`src/rtl/common_pkg.sv`:
```
// Shared issue-stage types and register-file geometry.
package common_pkg;

  localparam int NUM_REGS = 32;
  localparam int REG_W    = $clog2(NUM_REGS);

  typedef enum logic [0:0] {
    ISSUE_RUN       = 1'b0,
    ISSUE_JUMP_WAIT = 1'b1
  } issue_state_t;

endpackage

```
`src/rtl/reg_scoreboard.sv`:
```
// Per-register write-pending scoreboard with three effective-busy lookups.
// Lookups are combinational with same-cycle writeback bypass; set beats clear.
// No backpressure: set/clear are applied every edge they are asserted.
module reg_scoreboard #(
  parameter int NUM_REGS = 32,
  parameter int REG_W    = 5
) (
  input  logic             clk,
  input  logic             rst_n,
  input  logic             set_en,
  input  logic [REG_W-1:0] set_rd,
  input  logic             clr_en,
  input  logic [REG_W-1:0] clr_rd,
  input  logic [REG_W-1:0] look_a_addr,
  input  logic [REG_W-1:0] look_b_addr,
  input  logic [REG_W-1:0] look_c_addr,
  output logic             look_a_busy,
  output logic             look_b_busy,
  output logic             look_c_busy
);

  logic [NUM_REGS-1:1] busy;
  logic [NUM_REGS-1:0] busy_full;

  // x0 has no storage; it always reads idle.
  assign busy_full = {busy, 1'b0};

  function automatic logic eff_busy(input logic [REG_W-1:0] addr);
    return busy_full[addr] & ~(clr_en & (clr_rd == addr));
  endfunction

  assign look_a_busy = eff_busy(look_a_addr);
  assign look_b_busy = eff_busy(look_b_addr);
  assign look_c_busy = eff_busy(look_c_addr);

  always_ff @(posedge clk or negedge rst_n) begin
    if (!rst_n) begin
      busy <= '0;
    end else begin
      for (int r = 1; r < NUM_REGS; r++) begin
        if (set_en && (set_rd == REG_W'(r)))
          busy[r] <= 1'b1;
        else if (clr_en && (clr_rd == REG_W'(r)))
          busy[r] <= 1'b0;
      end
    end
  end

endmodule

```
`src/rtl/issue_controller.sv`:
```
// Issue sequencer: scoreboard hazard stall, jump fetch freeze, stall counters.
// Zero-cycle dec_valid -> issue_valid when hazard-free; fetch_hold is registered.
// Holds issue_valid until ex_ready; backpressure cycles are not counted as stalls.
module issue_controller #(
  parameter int NUM_REGS = 32,
  parameter int REG_W    = 5,
  parameter int CNT_W    = 32
) (
  input  logic             clk,
  input  logic             rst_n,
  input  logic             dec_valid,
  input  logic             dec_rs1_en,
  input  logic             dec_rs2_en,
  input  logic [REG_W-1:0] dec_rs1,
  input  logic [REG_W-1:0] dec_rs2,
  input  logic             dec_rd_en,
  input  logic [REG_W-1:0] dec_rd,
  input  logic             dec_stall,
  output logic             issue_valid,
  input  logic             ex_ready,
  output logic             dec_ready,
  output logic             fetch_hold,
  input  logic             wb_valid,
  input  logic [REG_W-1:0] wb_rd,
  input  logic             jump_done,
  output logic [CNT_W-1:0] hazard_stall_cnt,
  output logic [CNT_W-1:0] jump_stall_cnt
);

  import common_pkg::*;

  localparam logic [CNT_W-1:0] CNT_MAX = '1;

  issue_state_t state, state_nxt;
  logic rs1_busy, rs2_busy, rd_busy;
  logic hazard, run, fire;

  reg_scoreboard #(
    .NUM_REGS (NUM_REGS),
    .REG_W    (REG_W)
  ) u_sb (
    .clk         (clk),
    .rst_n       (rst_n),
    .set_en      (fire & dec_rd_en),
    .set_rd      (dec_rd),
    .clr_en      (wb_valid),
    .clr_rd      (wb_rd),
    .look_a_addr (dec_rs1),
    .look_b_addr (dec_rs2),
    .look_c_addr (dec_rd),
    .look_a_busy (rs1_busy),
    .look_b_busy (rs2_busy),
    .look_c_busy (rd_busy)
  );

  assign hazard = (dec_rs1_en & rs1_busy) | (dec_rs2_en & rs2_busy) | (dec_rd_en & rd_busy);
  assign run    = (state == ISSUE_RUN);

  // Gated by rst_n so nothing is offered while reset is held, even with dec_valid high.
  assign issue_valid = rst_n & run & dec_valid & ~hazard;
  assign fire        = issue_valid & ex_ready;
  assign dec_ready   = fire;
  assign fetch_hold  = (state == ISSUE_JUMP_WAIT);

  always_comb begin
    state_nxt = state;
    case (state)
      ISSUE_RUN:       if (fire && dec_stall) state_nxt = ISSUE_JUMP_WAIT;
      ISSUE_JUMP_WAIT: if (jump_done)         state_nxt = ISSUE_RUN;
      default:                                state_nxt = ISSUE_RUN;
    endcase
  end

  always_ff @(posedge clk or negedge rst_n) begin
    if (!rst_n) begin
      state            <= ISSUE_RUN;
      hazard_stall_cnt <= '0;
      jump_stall_cnt   <= '0;
    end else begin
      state <= state_nxt;
      if (run && dec_valid && hazard && (hazard_stall_cnt != CNT_MAX))
        hazard_stall_cnt <= hazard_stall_cnt + 1'b1;
      if (!run && (jump_stall_cnt != CNT_MAX))
        jump_stall_cnt <= jump_stall_cnt + 1'b1;
    end
  end

endmodule
```
`config.mk`:
```
export PLATFORM = sky130hd
export DESIGN_NAME = issue_controller
export DESIGN_NICKNAME = d
export VERILOG_FILES = /design/src/rtl/common_pkg.sv /design/src/rtl/reg_scoreboard.sv /design/src/rtl/issue_controller.sv
export SDC_FILE = /design/constraint.sdc
export NUM_CORES = 1
export LEC_CHECK = 0
export BUFFER_PORTS_ARGS = -buffer_cell sky130_fd_sc_hd__buf_2
export CAP_MARGIN = 10
export CELL_PAD_IN_SITES_DETAIL_PLACEMENT = 0
export CELL_PAD_IN_SITES_GLOBAL_PLACEMENT = 1
export CORE_MARGIN = 4
export CORE_UTILIZATION = 25
export DETAILED_ROUTE_END_ITERATION = 12
export PLACE_DENSITY_LB_ADDON = 0.3
export SYNTH_ARGS = -nofsm -noshare
export SYNTH_HDL_FRONTEND = slang
export SYNTH_HIERARCHICAL = 1
export SYNTH_SLANG_ARGS = --single-unit
```
`constraint.sdc`:
```
create_clock -name clk -period 5 [get_ports clk]
set_input_delay 0.75 -clock clk [delete_from_list [all_inputs] [get_ports clk]]
set_output_delay 0.75 -clock clk [all_outputs]
set_load 0.1 [all_outputs]
```
==> summary.txt <==
Logic synthesis
  • Synthesized area per cell: around 10 sq um
  • Async set-reset flop share out of synthesis: 1.00
  • Synth Flop Type: dfrtp_1
  • Ys Warns: 6
  • Post-synth cell types: 58
  • Post-synthesis register bit count: 96
  • Post-Syn Instances: 547
  • Syn nets: 579
  • Post-synthesis sequential area ratio: 0.425
  • Mapped Area: 5650 sq um
  • Post-synth EDFFs: 0

Clock network
  • Root buffer cell: clkbuf_16
  • Post-CTS sizing: 0
  • H-tree depth: 3
  • Clk sinks: 96
  • CTS clk-pin slew, worst paths: 0.07 ns
  • Clk_lat worst skew: approximately 0.35 ns
  • Hold Buf Count CTS: 0
  • Postcts setup bufs: 0
  • Max Root-Sink Buffers: 2
  • CTS tree: yes
  • TritonCTS Buffers: 9

Global routing
  • Vias in the first global route: 4716
  • Largest net degree at the start of global routing: 52
  • Gr ovfl total: 0
  • Initial antenna violation count: 1
  • First-pass GRT wire length: approximately 26000 um
  • Gr usage total: 0.132

Timing
  • Worst slew pin tran: roughly 0.94 ns
  • RSZ-0062 raised after global routing: no
  • Setup TNS: 0 ns
  • Final Critical Period: 4.64 ns
  • Final Setup Violations: 0
  • Fmax: 215 MHz
  • Hold Slack: 0.419 ns
  • Slew HR: 0.376
  • Max-slew violations: 0
  • Final Hold Vio Count: 0
  • Clock skew: 0.00953 ns
  • Crit share post-route: 0.929

Route
  • Via density: 5.21
  • Remaining antenna violation count: 0
  • Initial detailed-routing violation count: between 300 and 400
  • Drt drc: 0
  • WL/cell: 17.8 um
  • DRT Wirelength: 16400 um
  • Routed via count: 4794
  • First-pass DRT Iterations: 5

Setup path
  • Worst-path maximum fanout: 10
  • Crit path launch: dec_rs1[0]
  • Worst R2R End: u_sb/busy[1]
  • CP Data Required Time: 4.25 ns
  • Startpoint Class: input pin
  • Crit path to: issue_valid
  • CP Capture Type: output pin
  • CP Data Arrival Time: about 3.9 ns
  • Register-to-Register Path Depth: 10
  • Setup CP Type: input pin to output pin
  • Flop-to-flop setup slack: 1.14 ns
  • Worst R2R Start: u_sb/busy[11]

Floorplan
  • Core box area: approximately 22000 sq um
  • Cell Rows: 54
  • I/O Pins: 97
  • Die footprint: 25100 sq um
  • Die Width: 158 um
  • Die Y: 158 um
  • Initial Util: 0.257

Worst hold path
  • Worst Hold Class: input pin to asynchronous set/reset pin

Pwr
  • Static Leak: 2.99 nW
  • Power Density: ~340 nW/um^2
  • VDD IR max: 0.000476 V

Final layout
  • Diodes inserted: 0
  • Non-filler instance count after layout: 921
  • Design Area, Final: between 6000 and 7000 sq um
  • Area Overhead vs Synth: 19.0%
  • Fin nets: 668
  • Core Util, Final: 0.305
  • Share of cells above drive strength 1: 0.231

Placed design
  • Cell Area, Placed: between 6000 and 7000 sq um
  • Final HPWL DP: 12100 um
  • RD Place Congestion: 0.788
  • Cell count after placement: 905
  • # port buffers: 96

Job
  • Total of max-cap violations: 0

Outcome
  • Status: completed
layout make-up:
type | count | area [sq um]
well taps | 280 | 350
fillers | 2297 | 15300
clock inverters | 7 | 92.6
clock buffers | 9 | 225
flip-flops and latches | 96 | 2400
inverters | 9 | 33.8
multi-input cells | 423 | 3120
repair buffers | 97 | 505
per-layer routing:
layer	vias up	share of wire	GRT usage
li1	2221	-	-
met1	2389	0.46	0.186
met2	164	0.45	0.203
met3	18	0.075	0.0294
met4	2	0.013	0.0418
met5	-	0.00073	0
per-stage QoR:
step,setup slack (ns),power (W)
floorplan,0.101,0.00141
global placement,0.456,0.00155
detailed placement,0.446,0.00156
CTS,0.435,0.00231
global route,0.270,0.00239
finish,0.357,0.00229
report_power, final:
part	switching [W]	internal [W]	total (W)	leakage, nW
logic	0.000482	0.000131	0.000613	1.51
clock network	0.000305	0.000439	0.000745	0.160
registers	0.0000995	0.000833	0.000933	1.32
total	0.000887	0.00140	0.00229	2.99
critical path, stage by stage:
cell and delay [ns]:
buf_2 0.25, mux4_1 0.60, mux2_2 0.28, a211oi_1 0.25
a311oi_1 0.08, a222oi_1 0.84, and3_1 0.37, buf_2 0.46
state kept, by name, summed over array words and instances (netlist names):
name	count
jump_stall_cnt	32
u_sb/busy	31
fetch_hold	1
hazard_stall_cnt	32
cells in the mapped netlist (8+ instances only):
master	count	area, sq um
and3_1	18	113
and4_1	8	70.1
clkbuf_1	11	41.3
dfrtp_1	96	2400
inv_1	9	33.8
mux2i_1	8	80.1
mux4_2	13	293
nand2_1	43	161
nand2b_1	9	56.3
nand3_1	36	180
nand4_1	29	181
nor2_1	22	82.6
nor2b_1	8	50.1
nor3_1	11	55.1
o21ai_0	66	330
xnor2_1	39	342
xor2_1	30	263
logic make-up after synthesis:
kind of cell | count (synthesis) | share of synthesized area
compound gates | 96 | 0.104
xor+xnor | 69 | 0.107
fa+ha+maj | 2 | 0.00443
buf+inv | 28 | 0.0237
flops | 96 | 0.425
mux | 36 | 0.114
simple gates | 220 | 0.221
placed cells by master, fill, tap and decap left out, types with 11 or more instances in the layout:
cell,Yosys,routed
xnor2_1,39,39
and3_1,18,18
nand3_1,36,36
mux4_2,13,13
nor3_1,11,11
nor2_1,22,22
xor2_1,30,30
dfrtp_1,96,96
nand2_1,43,43
o21ai_0,66,66
buf_2,4,94
nand4_1,29,29
worst min-delay path by stage:
stage	to	slack, ns	cells past startpoint
after floorplan	fetch_hold	0.45	0
final	hazard_stall_cnt[23]	0.42	1
after detailed placement	hazard_stall_cnt[30]	0.49	1
after global routing	hazard_stall_cnt[23]	0.48	1
after CTS	hazard_stall_cnt[21]	0.45	1
after global placement	hazard_stall_cnt[30]	0.47	1
Power figures use the tool's default switching activity.
